File: config.mk
export PLATFORM = sky130hd
export DESIGN_NAME = ahb_sram_ctrl_flat
export DESIGN_NICKNAME = d
export VERILOG_FILES = /design/src/rtl/ahb_sram_ctrl_if.sv /design/src/rtl/ahb_sram_ctrl.sv /design/src/flat_wrapper.sv
export SDC_FILE = /design/constraint.sdc
export NUM_CORES = 1
export LEC_CHECK = 0
export CORE_MARGIN = 2
export CORE_UTILIZATION = 40
export DETAILED_ROUTE_END_ITERATION = 8
export PLACE_DENSITY = 0.81
export SYNTH_ARGS = -nofsm -noshare
export SYNTH_HDL_FRONTEND = slang
export SYNTH_SLANG_ARGS = --single-unit
File: constraint.sdc
create_clock -name HCLK -period 3.81 [get_ports HCLK]
set_clock_uncertainty 0.1 [all_clocks]
set_input_delay 0.762 -clock HCLK [delete_from_list [all_inputs] [get_ports HCLK]]
set_output_delay 0.762 -clock HCLK [all_outputs]
set_load 0.02 [all_outputs]
File: src/rtl/ahb_sram_ctrl_if.sv
// ahb_sram_ctrl_if: AHB-Lite slave bus plus single-port SRAM macro port.
interface ahb_sram_ctrl_if #(parameter int AW = 12);
    logic          HSEL;
    logic [31:0]   HADDR;
    logic [1:0]    HTRANS;
    logic          HWRITE;
    logic [2:0]    HSIZE;
    logic [31:0]   HWDATA;
    logic          HREADY;
    logic          HREADYOUT;
    logic          HRESP;
    logic [31:0]   HRDATA;
    logic [31:0]   SRAMRDATA;
    logic [3:0]    SRAMWEN;
    logic [31:0]   SRAMWDATA;
    logic          SRAMCS0;
    logic [AW-1:0] SRAMADDR;
    modport slave (
        input  HSEL, HADDR, HTRANS, HWRITE, HSIZE, HWDATA, HREADY, SRAMRDATA,
        output HREADYOUT, HRESP, HRDATA, SRAMWEN, SRAMWDATA, SRAMCS0, SRAMADDR
    );
    modport master (
        output HSEL, HADDR, HTRANS, HWRITE, HSIZE, HWDATA, HREADY, SRAMRDATA,
        input  HREADYOUT, HRESP, HRDATA, SRAMWEN, SRAMWDATA, SRAMCS0, SRAMADDR
    );
endinterface

File: src/rtl/ahb_sram_ctrl.sv
// ahb_sram_ctrl: zero-wait AHB-Lite to SRAM bridge with one-entry write buffer and read forwarding.
// Optional AHB_SRAM_ERR_EN: out-of-range word indices get a two-cycle ERROR response.
module ahb_sram_ctrl #(
    parameter int AW    = 12,
    parameter int DEPTH = 3072
) (
    input logic             HCLK,
    input logic             HRESETn,
    ahb_sram_ctrl_if.slave  bus
);
    logic          accept, in_range, rd_ap, cs;
    logic          dp_rd, dp_wr, buf_valid;
    logic [AW-1:0] idx, dp_addr, buf_addr;
    logic [3:0]    lane, dp_wen, buf_wen, hit;
    logic [31:0]   buf_data, mask;
    logic          unused;

    assign unused = ^{bus.HTRANS[0], bus.HADDR[31:AW+2]};
    assign idx    = bus.HADDR[AW+1:2];
    assign accept = bus.HSEL & bus.HREADY & bus.HTRANS[1];
    assign rd_ap  = accept & ~bus.HWRITE & in_range;
    assign lane   = bus.HSIZE == 3'd0 ? 4'b0001 << bus.HADDR[1:0] :
                    bus.HSIZE == 3'd1 ? (bus.HADDR[1] ? 4'b1100 : 4'b0011) : 4'b1111;

`ifdef AHB_SRAM_ERR_EN
    localparam logic [1:0]  ERR_IDLE  = 2'd0;
    localparam logic [1:0]  ERR_FIRST = 2'd1;
    localparam logic [1:0]  ERR_LAST  = 2'd2;
    localparam logic [AW:0] LIM       = (AW+1)'(DEPTH);
    logic [1:0] err_st;
    assign in_range = {1'b0, idx} < LIM;
    always_ff @(posedge HCLK)
        if (!HRESETn) err_st <= ERR_IDLE;
        else err_st <= (accept & ~in_range) ? ERR_FIRST : err_st == ERR_FIRST ? ERR_LAST : ERR_IDLE;
    assign bus.HREADYOUT = ~HRESETn | (err_st != ERR_FIRST);
    assign bus.HRESP     = HRESETn & (err_st != ERR_IDLE);
`else
    assign in_range      = 1'b1;
    assign bus.HREADYOUT = 1'b1;
    assign bus.HRESP     = 1'b0;
`endif

    always_ff @(posedge HCLK)
        if (!HRESETn) begin
            dp_rd     <= 1'b0;
            dp_wr     <= 1'b0;
            dp_addr   <= '0;
            dp_wen    <= '0;
            buf_valid <= 1'b0;
            buf_addr  <= '0;
            buf_wen   <= '0;
            buf_data  <= '0;
        end else begin
            dp_rd <= rd_ap;
            dp_wr <= accept & bus.HWRITE & in_range;
            if (accept) begin
                dp_addr <= idx;
                dp_wen  <= lane;
            end
            // a write data phase losing the port to a read is parked; it drains on the next free cycle
            if (dp_wr & rd_ap) begin
                buf_valid <= 1'b1;
                buf_addr  <= dp_addr;
                buf_wen   <= dp_wen;
                buf_data  <= bus.HWDATA;
            end else if (~rd_ap & ~dp_wr)
                buf_valid <= 1'b0;
        end

    assign cs            = HRESETn & (rd_ap | dp_wr | buf_valid);
    assign bus.SRAMCS0   = cs;
    assign bus.SRAMADDR  = !cs ? '0 : rd_ap ? idx : dp_wr ? dp_addr : buf_addr;
    assign bus.SRAMWEN   = (!cs || rd_ap) ? 4'b0000 : dp_wr ? dp_wen : buf_wen;
    assign bus.SRAMWDATA = (!cs || rd_ap) ? 32'h0 : dp_wr ? bus.HWDATA : buf_data;

    assign hit        = (dp_rd && buf_valid && buf_addr == dp_addr) ? buf_wen : 4'b0000;
    assign mask       = {{8{hit[3]}}, {8{hit[2]}}, {8{hit[1]}}, {8{hit[0]}}};
    assign bus.HRDATA = (buf_data & mask) | (bus.SRAMRDATA & ~mask);
endmodule

File: src/flat_wrapper.sv
// flat-port wrapper written by rule: the top's interface ports become plain ports
module ahb_sram_ctrl_flat 
#(
    parameter int AW    = 12,
    parameter int DEPTH = 3072
)
  (HCLK, HRESETn, bus_HSEL, bus_HADDR, bus_HTRANS, bus_HWRITE, bus_HSIZE, bus_HWDATA, bus_HREADY, bus_SRAMRDATA, bus_HREADYOUT, bus_HRESP, bus_HRDATA, bus_SRAMWEN, bus_SRAMWDATA, bus_SRAMCS0, bus_SRAMADDR);
  ahb_sram_ctrl_if #(.AW(AW)) bus_i ();
  input logic HCLK;
  input logic HRESETn;
  input wire logic [$bits(bus_i.HSEL)-1:0] bus_HSEL;
  input wire logic [$bits(bus_i.HADDR)-1:0] bus_HADDR;
  input wire logic [$bits(bus_i.HTRANS)-1:0] bus_HTRANS;
  input wire logic [$bits(bus_i.HWRITE)-1:0] bus_HWRITE;
  input wire logic [$bits(bus_i.HSIZE)-1:0] bus_HSIZE;
  input wire logic [$bits(bus_i.HWDATA)-1:0] bus_HWDATA;
  input wire logic [$bits(bus_i.HREADY)-1:0] bus_HREADY;
  input wire logic [$bits(bus_i.SRAMRDATA)-1:0] bus_SRAMRDATA;
  output wire logic [$bits(bus_i.HREADYOUT)-1:0] bus_HREADYOUT;
  output wire logic [$bits(bus_i.HRESP)-1:0] bus_HRESP;
  output wire logic [$bits(bus_i.HRDATA)-1:0] bus_HRDATA;
  output wire logic [$bits(bus_i.SRAMWEN)-1:0] bus_SRAMWEN;
  output wire logic [$bits(bus_i.SRAMWDATA)-1:0] bus_SRAMWDATA;
  output wire logic [$bits(bus_i.SRAMCS0)-1:0] bus_SRAMCS0;
  output wire logic [$bits(bus_i.SRAMADDR)-1:0] bus_SRAMADDR;
  assign bus_i.HSEL = bus_HSEL;
  assign bus_i.HADDR = bus_HADDR;
  assign bus_i.HTRANS = bus_HTRANS;
  assign bus_i.HWRITE = bus_HWRITE;
  assign bus_i.HSIZE = bus_HSIZE;
  assign bus_i.HWDATA = bus_HWDATA;
  assign bus_i.HREADY = bus_HREADY;
  assign bus_i.SRAMRDATA = bus_SRAMRDATA;
  assign bus_HREADYOUT = bus_i.HREADYOUT;
  assign bus_HRESP = bus_i.HRESP;
  assign bus_HRDATA = bus_i.HRDATA;
  assign bus_SRAMWEN = bus_i.SRAMWEN;
  assign bus_SRAMWDATA = bus_i.SRAMWDATA;
  assign bus_SRAMCS0 = bus_i.SRAMCS0;
  assign bus_SRAMADDR = bus_i.SRAMADDR;
  ahb_sram_ctrl #(.AW(AW), .DEPTH(DEPTH)) u_core (.HCLK(HCLK), .HRESETn(HRESETn), .bus(bus_i));
endmodule
==> metrics.md, run 1 <==
| Metric | Value |
|---|---|
| Outcome | `finished, final reports clean` |
| Pleak | `2.365 nW` |
| CTS buffer count | `9` |
| Core area | `0.009284 sq mm` |
| Largest net degree at the start of global routing | `40` |
| Initial drt markers | `104` |
| CP peak stage delay | `610 ps` |
| I/O pin cnt | `189` |
| Die height | `102.1 microns` |
| Inserted Diodes | `0` |
| Placer Congestion | `0.7607` |
| Fin util | `63.19%` |
| Post-synth top area cell | `dfxtp_1` |
| R2R setup slack | `1850 ps` |
| DRC | `0` |
| Post-synthesis compound-gate area fraction | `5.398%` |
| Worst-path cell chain | `xor2_1 > nor4_4 > nand4_4 > mux2_2 > clkdlybuf4s50_1` |
| Clock Latency Late Sink | `350 ps` |
| XOR/XNOR Fraction of Synth Area | `2.732%` |
| Post-cts hold buffer count | `0` |
| Top delay family on crit path | `simple AND/OR/NAND/NOR gates` |
| Ys Warns | `0` |
| Via count | `3607` |
| Max H-tree Level | `3` |
| Vias in the first global route | `3583` |
| Post-route minimum period | `3620 ps` |
| Slew margin rel. | `58.13%` |
| Gr usage total | `20.57%` |
| Clk sinks | `67` |
| #FFs+latches synth | `67` |
| RSZ-0062 raised after global routing | `false` |
| Post-route ant nets | `0` |
| Crit path depth | `5` |
| Arrival time worst endpoint | `2760 ps` |
| Critical path class | `register to primary output` |
| Share of post-route cells with drive strength above 1 | `11.86%` |
| CTS clk-pin slew, worst paths | `100 ps` |
| Highest clock rate | `276.2 MHz` |
| PD cells | `267.3 mW/mm^2` |
| Worst setup startpoint | `u_core.dp_addr[8]` |
| Drt pass-1 iters | `4` |
| CP max FO | `8` |
| WL/cell | `15.03 microns` |
| Area Growth Syn to Fin | `52.49%` |
| Synth Instances | `426` |
| Buf+Inv Stages, Crit Path | `1` |
| Final wirelength | `10.81 mm` |
| HPWL after DPL | `7.835 mm` |
| # fillers | `819` |
| FF-to-FF path depth | `5` |
| Worst VDD drop | `0.0001611 V` |
| Main combinational cell family by area after synthesis | `multiplexers` |
| Final Hold Viols | `0` |
| Post-Place Worst Slack | `-71.55 ps` |
| Fin nets | `693` |
| Adder-Cell Fraction of Synth Area | `0.6504%` |
| Register area share after synthesis | `34.86%` |
| Post-synth cell types | `26` |
| Mux share of post-synthesis cell area | `34.60%` |
| Slew @ Worst Pin | `623.4 ps` |
| Initial Util | `41.44%` |
| Hold_ws | `405.1 ps` |
| CTS tree | `done` |
| Critical path endpoint category | `primary output` |
| Top-area cell type share of the netlist area | `34.86%` |
| Post-Syn Area | `0.003847 sq mm` |
| Clock root cell | `clkbuf_8` |
| Setup crit start kind | `register` |
| Reg2reg end | `u_core.buf_data[13]` |
| Synth area leaders | `dfxtp_1 35%, mux2i_1 25%, nor2_1 9.6%` |
| Vias/cell | `5.017` |
| Required @ worst endpoint | `2950 ps` |
| Synth Net Count | `534` |
| CTS Buffer Depth | `2` |
| Die area | `0.01042 sq mm` |
| Final worst-path cycle share | `95.02%` |
| Worst hold path class | `register to register` |
| Final worst slack | `189.9 ps` |
| End of the critical path | `bus_HRDATA[2]` |
| Slowest CP cell | `nor4_4` |
| PortBufs | `167` |
| Post-synthesis simple-gate area fraction | `17.69%` |
| # Max-Cap Violations | `0` |
| Row count | `35` |
| Overflow after GRT | `0` |
| Slew Limit Fails | `0` |
| Global-route wire length before repair | `17.00 mm` |
| Die X | `102.1 microns` |
| R2R Path Start | `u_core.dp_wr` |
| Final Setup Violations | `0` |
| Initial antenna violation count | `0` |
| Post-synthesis average cell area | `9.032 sq um` |
synthesized netlist by cell type:
master and n:
a211oi_1 12, a21oi_1 16, and3_1 2, buf_1 4
buf_2 5, buf_4 2, clkbuf_1 20, conb_1 2
dfxtp_1 67, ha_1 2, inv_1 4, inv_2 1
mux2_2 32, mux2i_1 97, nand2_1 26, nand2b_1 4
nand3_1 1, nand4_4 4, nor2_1 98, nor3_1 1
nor3_2 1, nor3b_1 4, nor4_4 2, o21ai_0 6
o21bai_1 1, xor2_1 12
stage by stage:
stage,power [W],cell area [sq um],std cells,setup TNS [ps]
3_3_place_gp,0.0009688,5659,702,-983.7
2_1_floorplan,0.0008270,3847,426,0
5_1_grt,0.001633,5867,719,0
3_5_place_dp,0.0009739,5659,702,-1288
4_1_cts,0.001576,5813,718,0
6_report,0.001568,5867,719,0
power breakdown:
part           switching [W]  internal (W)  total (W)  leakage (nW)
clock network       0.000343      0.000262   0.000605         0.103
logic               0.000103      0.000146   0.000249          1.72
registers         0.00000687      0.000707   0.000714         0.541
total               0.000453       0.00112    0.00157          2.37
worst reg2reg max path, delay by kind of cell, from the launching register on:
kind                       cells  cell delay [ps]
muxes                          1              220
DFF                            1              340
and+or+nand+nor                1               50
buffers and inverters          2              730
adders and majority gates      1              380
placed cells by master, fill, tap and decap left out, drive strengths merged, types with 4 or more instances in the layout:
master	n
nand4	4
dfxtp	67
a211oi	12
xor2	12
dlygate4sd2	37
mux2	32
nand2	26
nor3b	4
nand2b	4
buf	12
clkbuf	9
a21oi	16
inv	11
o21ai	6
clkdlybuf4s50	119
mux2i	97
nor2	98
dlymetal6s2s	11
state kept, by name (all words and copies together) (netlist names):
register,cells
u_core.buf_addr,12
u_core.buf_data,32
u_core.buf_wen,4
u_core.dp_rd,1
u_core.dp_wen,4
u_core.dp_addr,12
u_core.buf_valid,1
u_core.dp_wr,1
metal layers:
| metal | track usage (%) | wire, microns | part of all wire, % | vias to the layer above |
|---|---|---|---|---|
| met5 | 0 | 0 | 0 | - |
| met1 | 24.56 | 4647 | 43 | 1699 |
| met4 | 6.872 | 187 | 1.7 | 0 |
| li1 | - | - | - | 1776 |
| met2 | 36.29 | 5297 | 49 | 115 |
| met3 | 4.925 | 672 | 6.2 | 17 |
logic make-up after synthesis:
family	count (synthesis)
adder cells (fa/ha/maj)	2
multiplexers	129
XOR/XNOR	12
buffers and inverters	36
AND/OR/NAND/NOR	143
flip-flops	67
other	2
AO/OA/AOI/OAI	35
cell type report:
cell class,count,area (sq um),area share (%)
timing repair buffer,179,1768,30.13
tap,129,161.4,2.751
clock inverter,7,76.32,1.301
sequential,67,1343,22.88
inverter,5,18.77,0.3199
clock buffer,9,123.9,2.111
multi-input combinational,323,2376,40.50
how the worst min path moves through the flow:
stage	from	endpoint	slack (ps)	cells past startpoint
3_3_place_gp	u_core.dp_addr[5]	u_core.dp_addr[5]	380	2
3_5_place_dp	u_core.dp_addr[4]	u_core.dp_addr[4]	390	2
6_report	u_core.dp_addr[7]	u_core.dp_addr[7]	410	2
4_1_cts	u_core.dp_addr[4]	u_core.dp_addr[4]	400	2
5_1_grt	u_core.dp_addr[6]	u_core.dp_addr[6]	430	2
2_1_floorplan	u_core.dp_addr[10]	u_core.dp_addr[10]	370	2
timing repair:
item / in CTS / in global routing
setup buffers: 0 / 1
setup endpoints to repair: 37 / 38
gates cloned: 0 / 0
resized for setup: 37 / 12
pin swaps: 0 / 1
Note: power is estimated with default switching activity, not from simulation.
==> run 2, diff against run 1 <==
--- a/config.mk
+++ b/config.mk
@@ -6,9 +6,9 @@
 export NUM_CORES = 1
 export LEC_CHECK = 0
 export CORE_MARGIN = 2
-export CORE_UTILIZATION = 40
+export CORE_UTILIZATION = 41
 export DETAILED_ROUTE_END_ITERATION = 8
-export PLACE_DENSITY = 0.81
+export PLACE_DENSITY = 0.82
 export SYNTH_ARGS = -nofsm -noshare
 export SYNTH_HDL_FRONTEND = slang
 export SYNTH_SLANG_ARGS = --single-unit
==> run 2 against run 1 <==
Compared with the run above:
- combinational power decreased by 2%
- global-route usage increased by 1.0 points
- die area fell by 2.3%
- non-clock buffer count shrank 1
- highest routed layer unchanged
==> metrics.md, run 2 (same netlist as run 1, synthesis figures left out) <==
| Metric | Value |
|---|---|
| Outcome | `finished, final reports clean (unchanged)` |
| Slew @ Worst Pin | `679.4 ps (was 623.4 ps)` |
| Final Hold Viols | `0 (unchanged)` |
| Top delay family on crit path | `simple AND/OR/NAND/NOR gates (unchanged)` |
| Multi-input gate area | `0.002360 sq mm (was 0.002376 sq mm)` |
| Most frequent cells in the layout | `119 x clkdlybuf4s50_1, 98 x nor2_1, 97 x mux2i_1 (unchanged)` |
| Max reg flops | `32 (unchanged)` |
| Die X | `100.9 microns (was 102.1 microns)` |
| Placed inst area | `0.005639 sq mm (was 0.005659 sq mm)` |
| Worst hold path class | `register to register (unchanged)` |
| Largest regs | `u_core.buf_data: 32 flops, u_core.buf_addr: 12 flops, u_core.dp_addr: 12 flops (unchanged)` |
| R2R Path Start | `u_core.dp_wr (unchanged)` |
| Slew margin rel. | `54.46% (was 58.13%)` |
| Setup crit start kind | `register (unchanged)` |
| Pleak | `2.366 nW (was 2.365 nW)` |
| Design Area, Final | `0.005822 sq mm (was 0.005867 sq mm)` |
| Final wirelength | `11.10 mm (was 10.81 mm)` |
| Gr usage total | `21.58% (was 20.57%)` |
| Row count | `35 (unchanged)` |
| Clock Latency Late Sink | `330 ps (was 350 ps)` |
| Post-route minimum period | `3641 ps (was 3620 ps)` |
| Inserted Diodes | `0 (unchanged)` |
| Clk sinks | `67 (unchanged)` |
| HPWL after DPL | `8.127 mm (was 7.835 mm)` |
| Share of post-route cells with drive strength above 1 | `11.22% (was 11.86%)` |
| Post-Place Worst Slack | `-139.2 ps (was -71.55 ps)` |
| Required @ worst endpoint | `2950 ps (about the same)` |
| CTS buffer count | `9 (unchanged)` |
| PD cells | `265.3 mW/mm^2 (was 267.3 mW/mm^2)` |
| Max H-tree Level | `3 (unchanged)` |
| CP peak stage delay | `650 ps (was 610 ps)` |
| Vias in the first global route | `3638 (was 3583)` |
| CP max FO | `8 (unchanged)` |
| Highest clock rate | `274.6 MHz (was 276.2 MHz)` |
| Final worst-path cycle share | `95.56% (was 95.02%)` |
| Reg2reg end | `u_core.buf_data[12] (was u_core.buf_data[13])` |
| Placed cells | `684 (was 702)` |
| Post-cts hold buffer count | `0 (unchanged)` |
| Largest net degree at the start of global routing | `49 (was 40)` |
| Final worst slack | `169.0 ps (was 189.9 ps)` |
| Fin nets | `692 (was 693)` |
| Commonest non-fill, non-tap cell in the layout | `clkdlybuf4s50_1 (unchanged)` |
| # Max-Cap Violations | `0 (unchanged)` |
| Via count | `3597 (was 3607)` |
| Post-route ant nets | `0 (unchanged)` |
| Vias/cell | `5.146 (was 5.017)` |
| Drt pass-1 iters | `4 (unchanged)` |
| Hold depth | `2 (unchanged)` |
| Pwr Total | `0.001544 W (was 0.001568 W)` |
| Register Area | `0.001343 sq mm (unchanged)` |
| Initial antenna violation count | `0 (unchanged)` |
| Core area | `0.009153 sq mm (was 0.009284 sq mm)` |
| RSZ-0062 raised after global routing | `false (unchanged)` |
| Slew Limit Fails | `0 (unchanged)` |
| Overflow after GRT | `0 (unchanged)` |
| Hold path endpoint | `u_core.dp_addr[3] (was u_core.dp_addr[7])` |
| CTS Buffer Depth | `2 (unchanged)` |
| Buf+Inv Stages, Crit Path | `1 (unchanged)` |
| Placer Congestion | `0.8045 (was 0.7607)` |
| Slowest CP cell | `nor4_4 (unchanged)` |
| Worst VDD drop | `0.0001752 V (was 0.0001611 V)` |
| DRC | `0 (unchanged)` |
| CTS clk-pin slew, worst paths | `70 ps (was 100 ps)` |
| Initial drt markers | `104 (unchanged)` |
| Final Setup Violations | `0 (unchanged)` |
| Area Growth Syn to Fin | `51.32% (was 52.49%)` |
| Non-Filler Instances | `699 (was 719)` |
| Largest reg by FF count | `u_core.buf_data (unchanged)` |
| Initial Util | `42.04% (was 41.44%)` |
| Die area | `0.01017 sq mm (was 0.01042 sq mm)` |
| PortBufs | `167 (unchanged)` |
| # fillers | `775 (was 819)` |
| FF-to-FF path depth | `5 (unchanged)` |
| Worst-path cell chain | `xor2_1 > nor4_4 > nand4_4 > mux2_2 > clkdlybuf4s50_1 (unchanged)` |
| R2R setup slack | `1660 ps (was 1850 ps)` |
| Arrival time worst endpoint | `2780 ps (was 2760 ps)` |
| Die height | `100.9 microns (was 102.1 microns)` |
| WL/cell | `15.88 microns (was 15.03 microns)` |
| Fin util | `63.61% (was 63.19%)` |
| Clock root cell | `clkbuf_8 (unchanged)` |
| Hold_sp | `u_core.dp_addr[3] (was u_core.dp_addr[7])` |
| CTS tree | `done (unchanged)` |
| I/O pin cnt | `189 (unchanged)` |
| Global-route wire length before repair | `17.56 mm (was 17.00 mm)` |
| Critical path endpoint category | `primary output (unchanged)` |
| Critical path class | `register to primary output (unchanged)` |
## run 2: worst max-delay path by stage
stage | startpoint | endpoint | slack (ps) | cells after the start
2_1_floorplan | bus_HTRANS[1] | bus_SRAMWDATA[14] | 70 | 12
3_3_place_gp | bus_HTRANS[1] | bus_SRAMWEN[2] | -120 | 10
3_5_place_dp | bus_HSEL | bus_SRAMWEN[2] | -140 | 10
4_1_cts | bus_HSEL | bus_SRAMADDR[0] | 0.6 | 9
5_1_grt | bus_HTRANS[1] | bus_SRAMWDATA[31] | 10 | 10
6_report | u_core.dp_addr[8] | bus_HRDATA[31] | 170 | 5
## run 2: layer usage
layer	routed length, microns	GRT usage, %
met5	0	0
met4	225	7.692
met3	497	3.398
met2	5671	38.36
met1	4705	26.23
## run 2: cell type report
type	instances	share of cell area, %
clock buffer	13	2.729
clock inverter	2	0.6018
inverter	5	0.3224
multi-input combinational	323	40.53
sequential	67	23.06
tap	111	2.386
timing repair buffer	178	30.37
## run 2: tightest hold or removal path: stages, from the launching register on
cell	delay, ps
dfxtp_1	340
nand2_1	60
a21oi_1	50
## run 2: stage by stage
step | hold slack, ps | TNS (ps)
2_1_floorplan | 372.3 | 0
3_3_place_gp | 380.4 | -3021
3_5_place_dp | 390.4 | -3578
4_1_cts | 399.7 | 0
5_1_grt | 428.1 | 0
6_report | 399.3 | 0
## run 2: what timing repair did
action                                  4_1_cts  5_1_grt
endpoints found under the setup margin       36       14
resized for setup                            36       13
setup buffers                                 0        0
endpoints found under the hold margin         0        0
## run 2: power by group
| group | switching, W | internal [W] |
|---|---|---|
| Combinational | 0.000103 | 0.000142 |
| Sequential | 0.00000702 | 0.000707 |
| Clock | 0.000251 | 0.000334 |
| Total | 0.000361 | 0.00118 |
